$ cat src/rtl/vector_recorder.sv
// Test-vector capture buffer: records sample words during RECORD, then streams
// them out in capture order over a valid/ready port during DRAIN.
//
// state  | meaning
// IDLE   | waiting for arm; buffer contents retained but not valid for readout
// RECORD | writing sample_data on each sample_valid until stop or full
// DONE   | capture finished; waiting for drain (readout) or arm (restart)
// DRAIN  | streaming mem[0..count-1] out, one beat per accepted handshake
module vector_recorder #(
   parameter int WIDTH = 5,
   parameter int DEPTH = 45,
   parameter int CW    = $clog2(DEPTH + 1)
) (
   input  logic             clk,
   input  logic             rst,
   input  logic             arm,
   input  logic             stop,
   input  logic             sample_valid,
   input  logic [WIDTH-1:0] sample_data,
   input  logic             drain,
   output logic             rd_valid,
   input  logic             rd_ready,
   output logic [WIDTH-1:0] rd_data,
   output logic             rd_last,
   output logic [CW-1:0]    count,
   output logic             full,
   output logic             overflow,
   output logic             busy
);

   typedef enum logic [1:0] {IDLE, RECORD, DONE, DRAIN} state_t;

   localparam logic [CW-1:0] DEPTH_C = CW'(DEPTH);

   state_t           state;
   state_t           state_nxt;
   logic [WIDTH-1:0] mem [DEPTH];
   logic [CW-1:0]    wr_ptr;
   logic [CW-1:0]    rd_ptr;
   logic [CW-1:0]    rd_ptr_inc;
   logic             write_en;
   logic             accept;

   assign write_en   = (state == RECORD) && sample_valid && !full;
   assign accept     = (state == DRAIN) && rd_valid && rd_ready;
   assign rd_ptr_inc = rd_ptr + CW'(1);

   always_ff @(posedge clk) begin
      if (!rst) state <= IDLE;
      else      state <= state_nxt;
   end

   always_comb begin
      state_nxt = state;
      case (state)
         IDLE:   if (arm) state_nxt = RECORD;
         RECORD: if (stop || (sample_valid && (full || count == DEPTH_C - CW'(1))))
                    state_nxt = DONE;
         DONE:   if (arm)        state_nxt = RECORD;
                 else if (drain) state_nxt = DRAIN;
         DRAIN:  if (!rd_valid || (rd_ready && rd_last)) state_nxt = IDLE;
         default: state_nxt = IDLE;
      endcase
   end

   always_comb begin
      busy = (state != IDLE);
      full = (count == DEPTH_C);
   end

   // Storage has no reset so it survives reset and IDLE untouched.
   always_ff @(posedge clk) begin
      if (write_en) mem[wr_ptr] <= sample_data;
   end

   always_ff @(posedge clk) begin
      if (!rst) begin
         count    <= '0;
         wr_ptr   <= '0;
         rd_ptr   <= '0;
         overflow <= 1'b0;
         rd_valid <= 1'b0;
         rd_last  <= 1'b0;
         rd_data  <= '0;
      end else begin
         case (state)
            IDLE: begin
               if (arm) begin
                  count    <= '0;
                  wr_ptr   <= '0;
                  overflow <= 1'b0;
               end
            end
            RECORD: begin
               if (sample_valid) begin
                  if (!full) begin
                     wr_ptr <= wr_ptr + CW'(1);
                     count  <= count + CW'(1);
                  end else begin
                     overflow <= 1'b1;
                  end
               end
            end
            DONE: begin
               if (arm) begin
                  count    <= '0;
                  wr_ptr   <= '0;
                  overflow <= 1'b0;
               end else begin
                  // A sample arriving after the buffer filled is still a lost sample.
                  if (sample_valid && full) overflow <= 1'b1;
                  if (drain) begin
                     rd_ptr   <= '0;
                     rd_data  <= mem[0];
                     rd_valid <= (count != '0);
                     rd_last  <= (count == CW'(1));
                  end
               end
            end
            DRAIN: begin
               if (accept) begin
                  if (rd_last) begin
                     rd_valid <= 1'b0;
                     rd_last  <= 1'b0;
                  end else begin
                     rd_ptr   <= rd_ptr_inc;
                     rd_data  <= mem[rd_ptr_inc];
                     rd_valid <= 1'b1;
                     rd_last  <= (rd_ptr_inc + CW'(1) == count);
                  end
               end
            end
            default: ;
         endcase
      end
   end

endmodule

$ cat config.mk
export PLATFORM = sky130hd
export DESIGN_NAME = vector_recorder
export DESIGN_NICKNAME = d
export VERILOG_FILES = /design/src/rtl/vector_recorder.sv
export SDC_FILE = /design/constraint.sdc
export NUM_CORES = 1
export LEC_CHECK = 0
export CELL_PAD_IN_SITES_DETAIL_PLACEMENT = 0
export CELL_PAD_IN_SITES_GLOBAL_PLACEMENT = 1
export CORE_MARGIN = 3
export CORE_UTILIZATION = 56
export CTS_CLUSTER_SIZE = 14
export DETAILED_ROUTE_END_ITERATION = 16
export PLACE_DENSITY = 0.85
export SLEW_MARGIN = 20
export SYNTH_ARGS = -nofsm -noshare
export SYNTH_HDL_FRONTEND = slang
export SYNTH_SLANG_ARGS = --single-unit
$ cat constraint.sdc
create_clock -name clk -period 7.85 [get_ports clk]
set_clock_uncertainty 0.2 [all_clocks]
set_input_delay 1.1775 -clock clk [delete_from_list [all_inputs] [get_ports clk]]
set_output_delay 1.1775 -clock clk [all_outputs]
set_load 0.005 [all_outputs]
Word-level counts from Yosys, hierarchy flattened
Memories as Yosys holds them, arrays and structs flattened.
Cells that the tools add are included.
{"block": "word_totals", "register_bits": 28, "out_inout_bits": 16, "input_bits": 12, "n_memories": 1, "mem_bits_rw": 225}
{"name": "mem", "depth": 45, "word_bits": 5, "read_ports": 2, "rd_clocked_by_memory_dff": 0, "wr": 1, "line_no": "37", "rtl": "logic [WIDTH-1:0] mem [DEPTH];"}
{"block": "op_classes", "mux": 41, "add_sub_neg": 4, "n_reduce_logical": 24, "eq_ne": 20}
{"cell": "6-bit two-way mux", "count": 9}
{"cell": "6-bit case mux with 2 select lines", "count": 3}
{"cell": "6-bit by 1-bit adder with 6-bit output, second input constant", "count": 4}
{"cell": "5-bit two-way mux", "count": 4}
{"cell": "2-bit inequality test, second input constant", "count": 8}
{"cell": "1-bit two-way mux", "count": 15}
{"cell": "6-bit == test, second input constant", "count": 2}
{"cell": "4-bit AND reduction", "count": 3}
{"cell": "2-bit two-way mux", "count": 5}
{"cell": "5-bit case mux with 2 select lines", "count": 1}
{"cell": "5-bit AND reduction", "count": 2}
{"cell": "2-bit case mux with 4 select lines", "count": 1}
{"cell": "1-bit logical AND", "count": 7}
{"cell": "6-bit by 1-bit == test with 1-bit output, second input constant", "count": 1}
{"cell": "6-bit == test", "count": 1}
{"cell": "2-bit by 1-bit inequality test with 1-bit output, second input constant", "count": 3}
{"cell": "3-bit inequality test, second input constant", "count": 2}
{"cell": "2-bit nonzero test", "count": 3}
{"cell": "6-bit nonzero test", "count": 1}
{"cell": "2-bit == test, second input constant", "count": 2}
{"cell": "1-bit case mux with 2 select lines", "count": 2}
{"cell": "1-bit logical OR", "count": 3}
{"cell": "1-bit case mux with 3 select lines", "count": 1}
{"cell": "3-bit nonzero test", "count": 1}
{"cell": "other kinds (4)", "count": 5}

Logic depth before layout (Yosys ltp)
Gate-level depths: netlist of the first run.
{"block": "depth", "word_depth": 6, "mapped_depth": 11, "depth_no_buf": 8}

Worst setup path before layout of the first run
No wires, ideal clock.
{"block": "synth_path", "path_kind": "reg-to-reg", "from": "register rd_ptr[0]", "to": "register rd_data[2]", "required_ns": 7.521, "path_stages_with_launch": 12, "arrival_time_ns": 2.461, "period_less_slack_ns": 2.790, "setup_time_ns": 0.129, "slack_ns": 5.060, "path_cell_list": "dfxtp_1 -> buf_2 -> buf_6 -> clkinv_1 -> ha_1 -> buf_2 -> clkbuf_1 -> mux4_2 -> nand2_1 -> nand2_1 -> o211ai_1 -> o211ai_1"}
{"block": "synth_between", "elab_chain_cells": 5}
{"element": "from (decl)", "line_no": "39", "rtl": "logic [CW-1:0] rd_ptr;"}
{"element": "from (signal assigned)", "line_no": "126", "rtl": "rd_ptr <= rd_ptr_inc;"}
{"element": "6-bit by 1-bit adder with 6-bit output", "line_no": "46", "rtl": "assign rd_ptr_inc = rd_ptr + CW'(1);"}
{"element": "memory 45 x 5 bit"}
{"element": "5-bit two-way mux", "line_no": "122", "rtl": "if (rd_last) begin"}
{"element": "5-bit two-way mux", "line_no": "121", "rtl": "if (accept) begin"}
{"element": "5-bit case mux with 2 select lines", "line_no": "86", "rtl": "case (state)"}
{"element": "to (signal assigned)", "line_no": "114", "rtl": "rd_data <= mem[0];"}
{"element": "to (signal assigned)", "line_no": "127", "rtl": "rd_data <= mem[rd_ptr_inc];"}
{"element": "to (decl)", "line_no": "23", "rtl": "output logic [WIDTH-1:0] rd_data,"}
Every way passes these cells. The select of a mux whose other input is x is not followed.
A chain may end at the register's enable or synchronous reset.

Worst setup path in the final report of the first run
Ends and elaborated chain as after synthesis.

==> results of run 1 <==
[metrics by stage]
step | setup WS (ns) | power [mW]
2_1_floorplan | 5.060 | 1.670
3_3_place_gp | 3.855 | 1.763
3_5_place_dp | 3.755 | 1.771
4_1_cts | 3.762 | 2.996
5_1_grt | 3.355 | 3.087
6_report | 3.775 | 2.983
[synth_stat cells, types with 4 or more instances]
master and number:
a22oi_1 5, nor2b_1 6, xor2_1 11, a21o_1 7, o2111ai_1 4, nand3b_1 6, a32oi_1 6, a21oi_1 10
o211ai_1 6, mux2i_1 21, and2_1 5, and3_1 6, buf_6 5, clkbuf_1 14, nand3_1 34, ha_1 11
dfxtp_1 28, mux4_2 36, a221oi_1 4, buf_1 4, edfxtp_1 225, a31oi_1 6, o21ai_0 9, buf_2 12
a32o_1 4, inv_1 13, xnor2_1 13, nand2_1 104, nand4_1 6, nor2_1 71
[worst max-delay path: cells and delay by family, from the launching register on]
kind	cells	cell delay, ns
AOI/OAI and AO/OA	4	0.91
adders and majority gates	1	0.62
DFF	1	0.62
and+or+nand+nor	1	0.74
buffers and inverters	2	0.85
[layout make-up]
cell class	count	area, sq um
Clock buffer	31	669.4
Clock inverter	17	198.9
Fill cell	1312	6731
Inverter	14	52.55
Multi-Input combinational cell	431	3197
Sequential cell	253	7318
Tap cell	260	325.3
Timing Repair Buffer	36	337.8
[state kept, by name (all words and copies together), names as in the netlist]
| register | flops |
|---|---|
| state | 2 |
| count | 6 |
| rd_valid | 1 |
| mem | 225 |
| wr_ptr | 6 |
| rd_last | 1 |
| overflow | 1 |
| rd_ptr | 6 |
| rd_data | 5 |
[power groups by stage]
stage	logic (mW)	registers [mW]	clock network [mW]
6_report	0.222	1.52	1.24
4_1_cts	0.222	1.52	1.25
5_1_grt	0.247	1.53	1.32
3_3_place_gp	0.215	1.55	0
3_5_place_dp	0.220	1.55	0
2_1_floorplan	0.132	1.54	0
[layout by cell type, fill, tap and decap left out, types with 4 or more instances in the layout]
master             n
nand3b_1           6
o21ai_0            9
edfxtp_1         225
inv_1             13
a31oi_1            6
o211ai_1           6
bufinv_16          4
ha_1              11
buf_4              9
dfxtp_1           27
mux2i_1           21
nand4_1            6
clkinv_1           6
xor2_1            11
nor2_1            71
and3_1             6
clkdlybuf4s50_1   27
clkbuf_1           5
nand2_1          104
nand3_1           34
a32oi_1            6
xnor2_1           13
a221oi_1           4
and2_1             5
o2111ai_1          4
a22oi_1            5
mux4_2            36
a21o_1             7
a21oi_1           10
clkinv_2           4
a32o_1             4
nor2b_1            6
clkbuf_16         26
[path summary, 6_finish.rpt]
| kind | startpoint | to | slack [ns] | cells after the start |
|---|---|---|---|---|
| worst max-delay path | rd_ptr[0]$_SDFFE_PN0P_ | rd_data[2]$_SDFFE_PN0P_ | 3.78 | 8 |
| worst max register to register | rd_ptr[0]$_SDFFE_PN0P_ | rd_data[2]$_SDFFE_PN0P_ | 3.78 | 8 |
| worst min-delay path | overflow$_SDFFE_PN0P_ | overflow$_SDFFE_PN0P_ | 0.30 | 2 |
| worst min register to register | overflow$_SDFFE_PN0P_ | overflow$_SDFFE_PN0P_ | 0.30 | 2 |
[metal layers]
layer	vias up	routed length [um]	track usage [%]
li1	2849	-	-
met1	3195	10080	34.71
met2	279	11710	38.80
met3	41	1937	4.042
met4	2	623	6.235
met5	-	12	0
[cells by family (layout without fill, tap and decap cells)]
| family | Yosys count | in the layout |
|---|---|---|
| fa+ha+maj | 11 | 11 |
| compound gates | 80 | 80 |
| xor+xnor | 26 | 26 |
| simple gates | 255 | 255 |
| buf+inv | 52 | 98 |
| mux | 59 | 59 |
| flops | 253 | 253 |
==> metrics.md, run 1 <==
| Metric | Value |
|---|---|
| Row count | 50 |
| Fmax | 245.4 MHz |
| Clk root buf | clkbuf_16 |
| Final design utilization | 64.25% |
| CP Max Fanout | 26 |
| CP Data Arrival Time | 4.27 ns |
| Critical path's largest stage delay | 0.74 ns |
| Clock power share | 41.6% |
| Seq/Total Area, Yosys | 67.91% |
| Final Cycle Share | 51.91% |
| Number of vias per cell | 6.109 |
| Largest family of logic cells by synthesized area | simple AND/OR/NAND/NOR gates |
| Pwr Density | 246.6 mW/mm^2 |
| Hold-fix buffers at CTS | 0 |
| Post-CTS Setup Bufs | 0 |
| First-pass GRT wire length | 37340 um |
| Overflow after GRT | 0 |
| Antenna Nets Post-Route | 0 |
| Die width | 144.7 um |
| Slowest stage cell, crit path | nor2b_1 |
| Pin count of the biggest net entering global routing | 67 |
| Die Y | 144.7 um |
| N_diodes | 0 |
| Setup total negative slack | 0 ns |
| IO Port Bufs | 27 |
| Initial Utilization | 57.22% |
| Post-Layout Cell Count | 1042 |
| Area leader, netlist | edfxtp_1 |
| Hpwl dp | 15740 um |
| Core Area | 0.01883 sq mm |
| Leak Pwr | 3.940 nW |
| Sw Pwr | 0.6659 mW |
| Outcome | completed |
| Share of layout cells above drive strength 1 | 12.40% |
| Post-DP Area | 0.01123 sq mm |
| DR DRC count | 0 |
| WHS | 0.2971 ns |
| Top cells by area, synth | edfxtp_1 (63%), mux4_2 (7.5%), dfxtp_1 (5.2%), nand2_1 (3.6%), nor2_1 (2.5%) |
| Pins Over Slew Limit | 0 |
| Post-synth EDFFs | 225 |
| Ys async rst share | 0% |
| Crit path time final | 4.075 ns |
| Clock slew at reported path FFs | 0.06 ns |
| Gate Count Post-Synth | 736 |
| Post-cts resize count | 0 |
| VDD IR max | 0.2009 mV |
| WL per Instance | 23.37 um |
| Max Cap Viol | 0 |
| Synth Net Count | 759 |
| Avg Cell Area, Syn | 14.64 sq um |
| Gpl congestion | 0.8598 |
| Relative slew slack | 32.37% |
| Initial antenna violation count | 1 |
| Vias | 6366 |
| Global Route Usage Sum | 24.04% |
| CTS tree | built |
| Yosys reg bits | 253 |
| XOR/XNOR Fraction of Synth Area | 2.253% |
| Internal | 2.318 mW |
| Yosys cell types | 62 |
| Crit Path Category | register to register |
| Final WL | 24360 um |
| Area share of fa/ha/maj cells after synthesis | 1.277% |
| Post-synthesis mux area share | 9.825% |
| Final #Nets | 785 |
| Starting DRC count in detailed routing | 555 |
| Compound-gate portion of the synthesized area | 5.539% |
| Overall die area | 0.02094 sq mm |
| Skew-Pair Late Insertion Delay | 0.53 ns |
| Vias in the first global route | 6225 |
| Hold Path Class | register to register |
| I/O Pins | 28 |
| Total CTS buffers | 26 |
| RSZ-0062 raised after global routing | false |
| Simple-gate share of the synthesized area | 10.67% |
| CTS Sinks | 253 |
| Crit path capture type | register |
| Synth warn | 0 |
| Post-Syn Area | 0.01077 sq mm |
| Post-route cell area | 0.01210 sq mm |
| Max Buffers Root-to-Sink | 3 |
| Worst EP required | 8.05 ns |
| Worst path cell trace | buf_4, clkinv_1, ha_1, nor2b_1, a32o_1, a221oi_1, o2111ai_1, o211ai_1 |
| Gate power share | 7.4% |
| Post-Place Cells | 994 |
| Top-area cell type share of the netlist area | 62.71% |
| Setup violators final | 0 |
| CP Launch Type | register |
| Sequential share of power | 51.0% |
| Pre-antenna DRT Iters | 5 |
| Fraction of power spent switching nets | 22.32% |
| Endpoints failing hold | 0 |
| Layout Area Growth over Synthesis | 12.30% |
| H-tree levels | 1 |
| Top FF cell, synth | edfxtp_1 |
| Tightest Pin Transition | 1.011 ns |
Note: power is estimated with default switching activity, not from simulation.
==> run 2, diff against run 1 <==
--- a/config.mk
+++ b/config.mk
@@ -8,10 +8,10 @@
 export CELL_PAD_IN_SITES_DETAIL_PLACEMENT = 0
 export CELL_PAD_IN_SITES_GLOBAL_PLACEMENT = 1
 export CORE_MARGIN = 3
-export CORE_UTILIZATION = 56
+export CORE_UTILIZATION = 47
 export CTS_CLUSTER_SIZE = 14
 export DETAILED_ROUTE_END_ITERATION = 16
-export PLACE_DENSITY = 0.85
+export PLACE_DENSITY = 0.76
 export SLEW_MARGIN = 20
 export SYNTH_ARGS = -nofsm -noshare
 export SYNTH_HDL_FRONTEND = slang
==> constraint.sdc (replaced) <==
create_clock -name clk -period 3.28 [get_ports clk]
set_clock_uncertainty 0.2 [all_clocks]
set_input_delay 0.492 -clock clk [delete_from_list [all_inputs] [get_ports clk]]
set_output_delay 0.492 -clock clk [all_outputs]
set_load 0.005 [all_outputs]
==> run 2 against run 1 <==
  * Core utilization decreased by 8.5 points
  * Critical path type unchanged
  * Register-to-register slack got worse by 3.3 ns
  * Combinational power increased by 140%
  * Sequential cell count unchanged
  * Via count increased by 0.58%
  * Critical endpoint unchanged
  * Maximum frequency increased by 44%
  * Critical path depth decreased by 1
  * Wire length increased by 2.7%
  * Sequential power increased by 140%
  * Highest routed layer unchanged
  * Worst setup slack got worse by 3.3 ns
  * Design area increased by 2.2%
==> metrics.md, run 2 (same netlist as run 1, synthesis figures left out) <==
| Metric | Value |
|---|---|
| Hold-fix buffers at CTS | 0 (unchanged) |
| Overall die area | 0.02478 sq mm (+18%) |
| Hold Path Class | register to register |
| Worst EP required | 3.53 ns (-4.52 ns) |
| CP Data Arrival Time | 3.07 ns (-1.20 ns) |
| Pins Over Slew Limit | 0 (unchanged) |
| Max Buffers Root-to-Sink | 3 (unchanged) |
| Slowest stage cell, crit path | mux2i_1 |
| Final worst slack | 0.4572 ns (-3.318 ns) |
| Pre-antenna DRT Iters | 5 (unchanged) |
| Total CTS buffers | 26 (unchanged) |
| IO Port Bufs | 27 (unchanged) |
| Global Route Usage Sum | 20.68% (-3.4 points) |
| GR Util met2 | 32.03% (-6.8 points) |
| Worst path cell trace | inv_1, ha_1, mux2i_1, nand2_1, nor3_1, o2111ai_1, o211ai_1 |
| Final #Nets | 815 (+3.8%) |
| Critical path's largest stage delay | 0.53 ns (-0.21 ns) |
| Largest reg by FF count | mem |
| Core Area | 0.02216 sq mm (+18%) |
| CP Max Fanout | 8 (-69%) |
| VDD IR max | 0.4356 mV (+120%) |
| Vias in the first global route | 6532 (+4.9%) |
| Final Cycle Share | 86.06% (+34 points) |
| Row count | 54 (+8.0%) |
| Hold_sp | overflow$_SDFFE_PN0P_ |
| Max reg flops | 225 (unchanged) |
| Total power draw | 7.117 mW (+140%) |
| Leak Pwr | 4.098 nW (+4.0%) |
| DP Worst Slack | 0.2804 ns (-3.475 ns) |
| Crit path capture type | register |
| Share of layout cells above drive strength 1 | 15.89% (+3.5 points) |
| Setup violators final | 0 (unchanged) |
| Antenna Nets Post-Route | 0 (unchanged) |
| RSZ-0062 raised after global routing | false |
| Crit Path Category | register to register |
| CTS Sinks | 253 (unchanged) |
| Max Cap Viol | 0 (unchanged) |
| Die width | 157.4 um (+8.8%) |
| CP Launch Type | register |
| Final WL | 25010 um (+2.7%) |
| I/O Pins | 28 (unchanged) |
| Layout Area Growth over Synthesis | 14.71% |
| Pwr Density | 575.9 mW/mm^2 (+130%) |
| Overflow after GRT | 0 (unchanged) |
| Pin count of the biggest net entering global routing | 46 (-31%) |
| Relative slew slack | 44.11% (+12 points) |
| GR Util met1 | 29.12% (-5.6 points) |
| Post-Place Cells | 1044 (+5.0%) |
| Post-route cell area | 0.01236 sq mm (+2.2%) |
| Most used routing layer in global routing | met2 |
| Commonest cells after routing, fill and taps aside | edfxtp_1 (225), nand2_1 (104), nor2_1 (71), buf_4 (38), mux4_2 (36) |
| Hpwl dp | 16490 um (+4.8%) |
| Initial antenna violation count | 0 (-1) |
| Endpoints failing hold | 0 (unchanged) |
| Vias | 6403 (+0.58%) |
| Worst r2r src | state[0]$_SDFFE_PN0P_ |
| CTS tree | built |
| Fmax | 354.3 MHz (+44%) |
| Initial Utilization | 48.62% (-8.6 points) |
| Starting DRC count in detailed routing | 563 (+1.4%) |
| H-tree levels | 1 (unchanged) |
| Post-CTS Setup Bufs | 0 (unchanged) |
| CP startpoint | state[0]$_SDFFE_PN0P_ |
| First-pass GRT wire length | 38690 um (+3.6%) |
| WL per Instance | 22.90 um (-2.0%) |
| Outcome | completed |
| Gpl congestion | 0.8671 (+0.85%) |
| Skew-Pair Late Insertion Delay | 0.55 ns (+0.02 ns) |
| Clk root buf | clkbuf_16 |
| Setup total negative slack | 0 ns (unchanged) |
| Clock slew at reported path FFs | 0.06 ns (about the same) |
| Crit path time final | 2.823 ns (-1.252 ns) |
| Post-Layout Cell Count | 1092 (+4.8%) |
| Commonest non-fill, non-tap cell in the layout | edfxtp_1 |
| Post-cts resize count | 0 (unchanged) |
| M3 GR Usage | 4.894% (+0.85 points) |
| N_diodes | 0 (unchanged) |
| Tightest Pin Transition | 0.8279 ns (-0.1829 ns) |
| Post-DP Area | 0.01149 sq mm (+2.3%) |
| Die Y | 157.4 um (+8.8%) |
| DR DRC count | 0 (unchanged) |
| Number of vias per cell | 5.864 (-4.0%) |
run 2: final timing paths:
kind	to	cells past startpoint	slack [ns]
worst max-delay path	rd_data[2]$_SDFFE_PN0P_	7	0.46
worst min-delay path	overflow$_SDFFE_PN0P_	2	0.29
worst min register to register	overflow$_SDFFE_PN0P_	2	0.29
worst max register to register	rd_data[2]$_SDFFE_PN0P_	7	0.46
run 2: routing by layer:
metal | wire length, um | part of all wire [%]
met1 | 10700 | 43
met2 | 11440 | 46
met3 | 2032 | 8.1
met4 | 799 | 3.2
met5 | 38 | 0.15
run 2: critical path, delay by kind of cell (launching register included):
family / cells / cell delay, ns
buf+inv: 1 / 0.17
fa+ha+maj: 1 / 0.36
compound gates: 2 / 0.45
mux: 1 / 0.53
flops: 1 / 0.36
simple gates: 2 / 0.68
run 2: through the flow:
| stage | utilization (%) | hold slack [ns] |
|---|---|---|
| 3_3_place_gp | 51.86 | 0.2705 |
| 4_1_cts | 55.77 | 0.2968 |
| 2_1_floorplan | - | 0.2736 |
| 6_report | 55.77 | 0.2868 |
| 3_5_place_dp | 51.86 | 0.2875 |
| 5_1_grt | 55.77 | 0.3751 |
run 2: cell type report:
class / count / area [sq um]
fillers: 1734 / 9802
flip-flops and latches: 253 / 7318
multi-input cells: 431 / 3197
clock buffers: 29 / 671.9
repair buffers: 66 / 575.6
well taps: 280 / 350.3
clock inverters: 19 / 193.9
inverters: 14 / 52.55
run 2: power by group:
part           total (mW)  switching (mW)  internal, mW
clock                2.94            1.22          1.72
sequential           3.64          0.0747          3.56
combinational       0.540           0.329         0.212
==> run 3, diff against run 2 <==
--- a/config.mk
+++ b/config.mk
@@ -8,10 +8,10 @@
 export CELL_PAD_IN_SITES_DETAIL_PLACEMENT = 0
 export CELL_PAD_IN_SITES_GLOBAL_PLACEMENT = 1
 export CORE_MARGIN = 3
-export CORE_UTILIZATION = 47
+export CORE_UTILIZATION = 35
 export CTS_CLUSTER_SIZE = 14
 export DETAILED_ROUTE_END_ITERATION = 16
-export PLACE_DENSITY = 0.76
+export PLACE_DENSITY = 0.6
 export SLEW_MARGIN = 20
 export SYNTH_ARGS = -nofsm -noshare
 export SYNTH_HDL_FRONTEND = slang
==> constraint.sdc (replaced) <==
create_clock -name clk -period 3.28 [get_ports clk]
set_clock_uncertainty 0.2 [all_clocks]
set_input_delay 0.656 -clock clk [delete_from_list [all_inputs] [get_ports clk]]
set_output_delay 0.656 -clock clk [all_outputs]
set_load 0.005 [all_outputs]
==> run 3 against run 2 <==
  * Global-route usage is 4.5 points lower
  * Combinational power is 7.8% higher
  * Via count stayed put
  * Critical path type is now register to output pin
  * Worst hold slack about the same
  * Design area grew 1.5%
  * Wire length rose by 7.4%
  * Critical path depth is 4 lower
  * Core utilization shrank 14 points
  * Non-clock buffer count increased by 10
==> metrics.md, run 3 (same netlist as run 1, synthesis figures left out) <==
| Metric | Value |
|---|---|
| Pin count of the biggest net entering global routing | 62 (+35%) |
| Row count | 63 (+17%) |
| First-pass GRT wire length | 41010 um (+6.0%) |
| Fmax | 333.1 MHz (-6.0%) |
| Max Cap Viol | 0 (unchanged) |
| Max reg flops | 225 (unchanged) |
| # fillers | 2709 (+56%) |
| Critical path's largest stage delay | 0.55 ns (+0.02 ns) |
| Crit Path Category | register to output pin |
| Post-CTS Setup Bufs | 0 (unchanged) |
| Clk root buf | clkbuf_16 |
| CP endpoint | full |
| Share of layout cells above drive strength 1 | 16.71% (+0.82 points) |
| DR DRC count | 0 (unchanged) |
| Gpl congestion | 0.8220 (-5.2%) |
| Post-route cell area | 0.01255 sq mm (+1.5%) |
| CTS Sinks | 253 (unchanged) |
| R2R setup slack | 0.38 ns (-0.08 ns) |
| DP Worst Slack | 0.07685 ns (-0.2036 ns) |
| Max Buffers Root-to-Sink | 3 (unchanged) |
| Relative slew slack | 59.67% (+16 points) |
| Total CTS buffers | 26 (unchanged) |
| CP Max Fanout | 7 (-1) |
| N_diodes | 0 (unchanged) |
| Number of vias per cell | 5.292 (-9.8%) |
| Worst R2R Path Depth | 8 (+1) |
| Largest reg by FF count | mem |
| Post-cts resize count | 0 (unchanged) |
| Hpwl dp | 18270 um (+11%) |
| Crit path time final | 3.002 ns (+0.1790 ns) |
| RSZ-0062 raised after global routing | false |
| Layout Area Growth over Synthesis | 16.48% |
| Core Area | 0.02995 sq mm (+35%) |
| Post-DP Area | 0.01175 sq mm (+2.2%) |
| Crit path capture type | output pin |
| Die Y | 181.5 um (+15%) |
| Hold-fix buffers at CTS | 0 (unchanged) |
| Endpoints failing hold | 0 (unchanged) |
| Final worst slack | 0.2782 ns (-0.1790 ns) |
| Post-Place Cells | 1164 (+11%) |
| VDD IR max | 0.3357 mV (-23%) |
| Global Route Usage Sum | 16.22% (-4.5 points) |
| Setup violators final | 0 (unchanged) |
| CTS tree | built |
| H-tree levels | 1 (unchanged) |
| Antenna Nets Post-Route | 0 (unchanged) |
| Initial Utilization | 35.97% (-13 points) |
| Worst path cell trace | and4b_1, and2_1, clkdlybuf4s50_1 |
| Starting DRC count in detailed routing | 560 (-0.53%) |
| Clock slew at reported path FFs | 0.06 ns (about the same) |
| Skew-Pair Late Insertion Delay | 0.54 ns (about the same) |
| Pre-antenna DRT Iters | 5 (unchanged) |
| Most used routing layer in global routing | met2 |
| GR Util met1 | 23.09% (-6.0 points) |
| Pins Over Slew Limit | 0 (unchanged) |
| Outcome | completed |
| Total power draw | 7.015 mW (-1.4%) |
| Pwr Density | 559.0 mW/mm^2 (-2.9%) |
| Overall die area | 0.03292 sq mm (+33%) |
| GR Util met2 | 26.43% (-5.6 points) |
| Final Cycle Share | 91.52% (+5.5 points) |
| Vias in the first global route | 6599 (+1.0%) |
| I/O Pins | 28 (unchanged) |
| Final WL | 26860 um (+7.4%) |
| Post-Layout Cell Count | 1210 (+11%) |
| Vias | 6403 (unchanged) |
| Overflow after GRT | 0 (unchanged) |
| Worst r2r src | count[1]$_SDFFE_PN0P_ |
| Commonest cells after routing, fill and taps aside | edfxtp_1 (225), nand2_1 (104), nor2_1 (71), buf_4 (45), mux4_2 (36) |
| Worst EP required | 2.42 ns (-1.11 ns) |
| M3 GR Usage | 2.704% (-2.2 points) |
| CP Data Arrival Time | 2.15 ns (-0.92 ns) |
| Setup total negative slack | 0 ns (unchanged) |
| WL per Instance | 22.19 um (-3.1%) |
| CP Launch Type | register |
| Final #Nets | 825 (+1.2%) |
| Die width | 181.5 um (+15%) |
| Tightest Pin Transition | 0.6003 ns (-0.2275 ns) |
| Slowest stage cell, crit path | dfxtp_1 |
| CP startpoint | count[3]$_SDFFE_PN0P_ |
| IO Port Bufs | 27 (unchanged) |
| Hold Path Class | register to register |
| Leak Pwr | 4.137 nW (+0.93%) |
| Initial antenna violation count | 0 (unchanged) |
| Commonest non-fill, non-tap cell in the layout | edfxtp_1 |
| Worst reg2reg endpoint | mem[10][2]$_DFFE_PP_ |
[run 3: cell types whose count changed in the layout (fill, tap and decap cells not counted), sizes merged]
cell / delta
buf: +10
bufinv: -1
clkinv: -1
[run 3: worst min path at each step]
stage / endpoint / cells past startpoint / slack [ns] / from
6_report: overflow$_SDFFE_PN0P_ / 2 / 0.29 / overflow$_SDFFE_PN0P_
4_1_cts: overflow$_SDFFE_PN0P_ / 2 / 0.30 / overflow$_SDFFE_PN0P_
2_1_floorplan: overflow$_SDFFE_PN0P_ / 2 / 0.27 / overflow$_SDFFE_PN0P_
3_5_place_dp: overflow$_SDFFE_PN0P_ / 2 / 0.29 / overflow$_SDFFE_PN0P_
5_1_grt: overflow$_SDFFE_PN0P_ / 2 / 0.33 / overflow$_SDFFE_PN0P_
3_3_place_gp: overflow$_SDFFE_PN0P_ / 2 / 0.28 / overflow$_SDFFE_PN0P_
[run 3: stage by stage]
step                      utilization, %  hold slack (ns)
after floorplan                        -           0.2736
after global placement             39.21           0.2760
after detailed placement           39.21           0.2883
after CTS                          41.90           0.2975
after global routing               41.90           0.3348
final                              41.90           0.2868
[run 3: layout make-up]
| class | count | area (sq um) | area share, % |
|---|---|---|---|
| multi-input cells | 431 | 3199 | 25.49 |
| inverters | 14 | 52.55 | 0.4187 |
| flip-flops and latches | 253 | 7318 | 58.32 |
| clock inverters | 17 | 141.4 | 1.127 |
| well taps | 390 | 488.0 | 3.888 |
| clock buffers | 29 | 661.9 | 5.274 |
| repair buffers | 76 | 688.2 | 5.484 |
[run 3: layer usage]
metal	wire, um	vias to the layer above
li1	-	2923
met1	12410	3246
met3	1349	44
met2	12540	190
met4	558	0
met5	0	-
[run 3: where the power goes]
group | internal, mW | switching [mW] | total [mW]
sequential | 3.56 | 0.0765 | 3.64
clock | 1.60 | 1.19 | 2.79
combinational | 0.243 | 0.339 | 0.582
total | 5.41 | 1.60 | 7.01
[run 3: worst max-delay path, delay by kind of cell (launching register included)]
family	cells	cell delay (ns)
buffers and inverters	1	0.53
flip-flops	1	0.55
AND/OR/NAND/NOR	2	0.53
==> patch 1 (flow settings as in run 1) <==
The 4 states of `state_t` get a one-hot encoding in 4 bits.
--- a/src/rtl/vector_recorder.sv
+++ b/src/rtl/vector_recorder.sv
@@ -29,5 +29,5 @@
 );
 
-   typedef enum logic [1:0] {IDLE, RECORD, DONE, DRAIN} state_t;
+   typedef enum logic [3:0] {IDLE = 4'b0001, RECORD = 4'b0010, DONE = 4'b0100, DRAIN = 4'b1000} state_t;
 
    localparam logic [CW-1:0] DEPTH_C = CW'(DEPTH);
Check against the original RTL: same outputs for any inputs over 4 cycles, from zero or initial values and one cycle with rst low; so few cycles prove little.
==> patch 1 against run 1 <==
Area after synthesis up 0.24%; cell area increased by 0.28%; wire length hardly changed; worst setup slack better by 0.089 ns; hold slack lost 0.033 ns; sequential cell count is 2 higher; largest cell class unchanged; highest routed layer is now met4.
Power is not compared: it rests on default switching activity, and its combinational part moved more than twofold at a synthesized area within 25%.
==> patch 1: results (changes against run 1) <==
metric	value	unit	change
globalplace.congestion	0.8740		+1.7%
fill_cells	1376		+4.9%
critical_path.max_fanout	64		+150%
grt_max_degree	65		-3.0%
seq_area_frac_synth	0.6812		+0.002055
fin_nets	805		+2.5%
max_slew_margin	0.3768		+0.05315
antenna_found_initial	0		-1
synth_common_cells	225 x edfxtp_1, 110 x nand2_1, 85 x nor2_1, 38 x nand3_1, 35 x mux4_2		
drt-initial-drc-count	661		+19%
syn_nets	784		+3.3%
routed_wirelength	24350	µm	about the same
max_stage_delay	0.62	ns	-0.12 ns
yosys_warnings	0		unchanged
clock_path_buffers	3		unchanged
synthMuxAreaShare	0.07947		-0.01877
status	complete, no violations		
grt_pass1_wl	37530	µm	+0.50%
synth_xor_area_frac	0.02502		+0.002494
synth_compound_area_frac	0.05619		+0.0007920
ys_types	61		-1.6%
drive_gt1_frac	0.1202		-0.003843
dpl.hpwl	15750	µm	about the same
synth_area_leaders	edfxtp_1 63%, mux4_2 7.3%, dfxtp_1 5.6%		
numCtsBuffers	26		unchanged
==> patch 1: layout make-up <==
class                           instances  area, µm²  share of cell area
Clock inverter                         15      127.6             0.01052
Tap cell                              260      325.3             0.02681
Sequential cell                       255       7358              0.6065
Clock buffer                           33      728.2             0.06002
Timing Repair Buffer                   36      337.8             0.02784
Inverter                                7      26.28            0.002166
Multi-Input combinational cell        461       3229              0.2662
==> patch 1: cells by family (layout without fill, tap and decap cells) <==
family | after synthesis | count (layout)
fa+ha+maj | 6 | 6
xor+xnor | 27 | 27
compound gates | 84 | 84
simple gates | 302 | 302
buf+inv | 50 | 91
flops | 255 | 255
mux | 42 | 42
==> patch 1: final timing paths <==
| check | start | end | slack [ns] | depth (start not counted) |
|---|---|---|---|---|
| max | rd_ptr[0] | rd_data[3] | 3.86 | 9 |
| min | overflow | overflow | 0.26 | 2 |
| max reg2reg | rd_ptr[0] | rd_data[3] | 3.86 | 9 |
| min reg2reg | overflow | overflow | 0.26 | 2 |
==> patch 1: worst max-delay path: cells and delay by family (launching register included) <==
kind	cells	cell delay (ns)
buffers and inverters	2	1.13
flip-flops	1	0.32
XOR/XNOR	1	0.16
AND/OR/NAND/NOR	1	0.18
adder cells (fa/ha/maj)	1	0.62
multiplexers	1	0.60
AO/OA/AOI/OAI	3	0.62
==> patch 1: through the flow <==
stage / instance area (µm²) / power (mW) / worst slack, ns / instances
final: 12130 / 2.791 / 3.865 / 1067
after global routing: 12130 / 2.881 / 3.596 / 1067
after CTS: 12130 / 2.807 / 3.851 / 1067
after detailed placement: 11280 / 1.612 / 3.870 / 1019
after global placement: 11280 / 1.609 / 3.991 / 1019
after floorplan: 10800 / 1.565 / 4.768 / 766
==> patch 1: metal layers <==
metal | GRT usage | routed length [µm] | part of all wire | up-vias
met3 | 0.05652 | 2135 | 0.088 | 44
met2 | 0.3733 | 11570 | 0.48 | 295
met1 | 0.3384 | 10050 | 0.41 | 3287
li1 | - | - | - | 2947
met5 | 0 | 0 | 0 | -
met4 | 0.06382 | 589 | 0.024 | 0
==> patch 1: power groups by stage <==
| stage | Sequential (mW) | Clock (mW) | Combinational [mW] |
|---|---|---|---|
| global placement | 1.52 | 0 | 0.0870 |
| global route | 1.49 | 1.29 | 0.0999 |
| floorplan | 1.52 | 0 | 0.0468 |
| finish | 1.49 | 1.21 | 0.0898 |
| CTS | 1.49 | 1.22 | 0.0902 |
| detailed placement | 1.52 | 0 | 0.0900 |
==> patch 2 (flow settings as in run 1) <==
Made on the original files. `WIDTH`: 5 -> 10.
--- a/src/rtl/vector_recorder.sv
+++ b/src/rtl/vector_recorder.sv
@@ -8,5 +8,5 @@
 // DRAIN  | streaming mem[0..count-1] out, one beat per accepted handshake
 module vector_recorder #(
-   parameter int WIDTH = 5,
+   parameter int WIDTH = 10,
    parameter int DEPTH = 45,
    parameter int CW    = $clog2(DEPTH + 1)
Ports: changed (resized rd_data and sample_data); port bits go from 28 to 38. No check against the original RTL was run, so the function may have changed too.
==> patch 2 against run 1 <==
Sequential cell count grew 230; sequential power grew 91%; area after synthesis grew 81%; synthesized cell count grew 48%; cell area grew 80%; wire length grew 77%; power grew 79%; register-to-register slack gained 0.02 ns; worst setup slack lost 0.12 ns.
==> patch 2: results (changes against run 1) <==
metric	value	unit	change
grt_pass1_vias	10390		+67%
use_met2	0.3956		+0.007680
leakage	6.798	nW	+73%
dr_wl_met3	3513	µm	+81%
drt-vias-per-instance	6.388		+4.6%
hold_slack	0.3028	ns	+0.005645 ns
fill_cells	2328		+77%
clk_latency	0.55	ns	+0.02 ns
htreeDepth	2		+1
pwr-share-comb	0.058		-0.016
worstSetupStartpoint	sample_valid		
met1_length	17570	µm	+74%
met1_usage	0.3510		+0.003933
fin_nets	1155		+47%
use_met3	0.04015		-0.0002753
synth_fa_ha_area_frac	0.007046		-0.005728
route.met2.wl	21350	µm	+82%
critPathTopFamily	simple AND/OR/NAND/NOR gates		
synth_common_cells	450 x edfxtp_1, 110 x mux4_2, 97 x nand2_1, 76 x nor2_1, 49 x nand3_1		
status	complete, no violations		
grt_pass1_wl	65880	µm	+76%
ys_types	55		-11%
portBuffers	37		+37%
seq_area_frac_synth	0.7256		+0.04651
highest_layer	met4		
min_period	4.197	ns	+0.1223 ns
antenna_found_initial	0		-1
crit_end	mem[36][9]		
max_slew_margin	0.2654		-0.05828
synth_compound_area_frac	0.03568		-0.01971
peakVddDrop	0.2001	mV	-0.41%
synth_area_leaders	edfxtp_1 69%, mux4_2 13%, dfxtp_1 3.4%		
grt_max_degree	81		+21%
p_switching	1.156	mW	+74%
max_stage_delay	0.93	ns	+0.19 ns
place_ws	3.077	ns	-0.6782 ns
rrSetupSlack	3.80	ns	+0.02 ns
clkPwrFrac	0.398		-0.018
syn2layout_area_growth	11.49	%	
routed_wirelength	43200	µm	+77%
numCtsBuffers	47		+81%
synthMuxAreaShare	0.1381		+0.03986
drive_gt1_frac	0.1766		+0.05253
clock_path_buffers	3		unchanged
drt-initial-drc-count	1063		+92%
synth_enable_flop_cells	450		+100%
syn_nets	1117		+47%
slowest_stage	nor2_1		
synth_xor_area_frac	0.01198		-0.01055
grtUsageTotal	0.2419		+0.001481
cp.arrival	4.16	ns	-0.11 ns
dpl.hpwl	25570	µm	+62%
globalplace.congestion	0.8106		-5.7%
placed_area	20310	µm²	+81%
worst-r2r-cell-count	9		+1
## patch 2: changes by cell type in the layout (fill, tap and decap cells not counted), sizes merged, moves of 6 or more
cell	before	now
clkdlybuf4s50	27	35
clkbuf	31	57
buf	9	19
a32oi	6	20
edfxtp	225	450
o2111ai	4	21
a21oi	10	16
mux4	37	110
nand2	104	97
clkinv	12	20
nand3	34	49
## patch 2: final cells by class
cell class	instances	share of cell area
clock buffers	57	0.05671
clock inverters	26	0.009595
inverters	14	0.002413
multi-input cells	527	0.2312
flip-flops and latches	483	0.6510
well taps	448	0.02574
repair buffers	54	0.02333
## patch 2: through the flow
| stage | instances | power [mW] |
|---|---|---|
| 6_report | 1609 | 5.344 |
| 5_1_grt | 1609 | 5.515 |
| 4_1_cts | 1608 | 5.371 |
| 3_5_place_dp | 1525 | 3.272 |
| 3_3_place_gp | 1525 | 3.267 |
| 2_1_floorplan | 1089 | 3.104 |
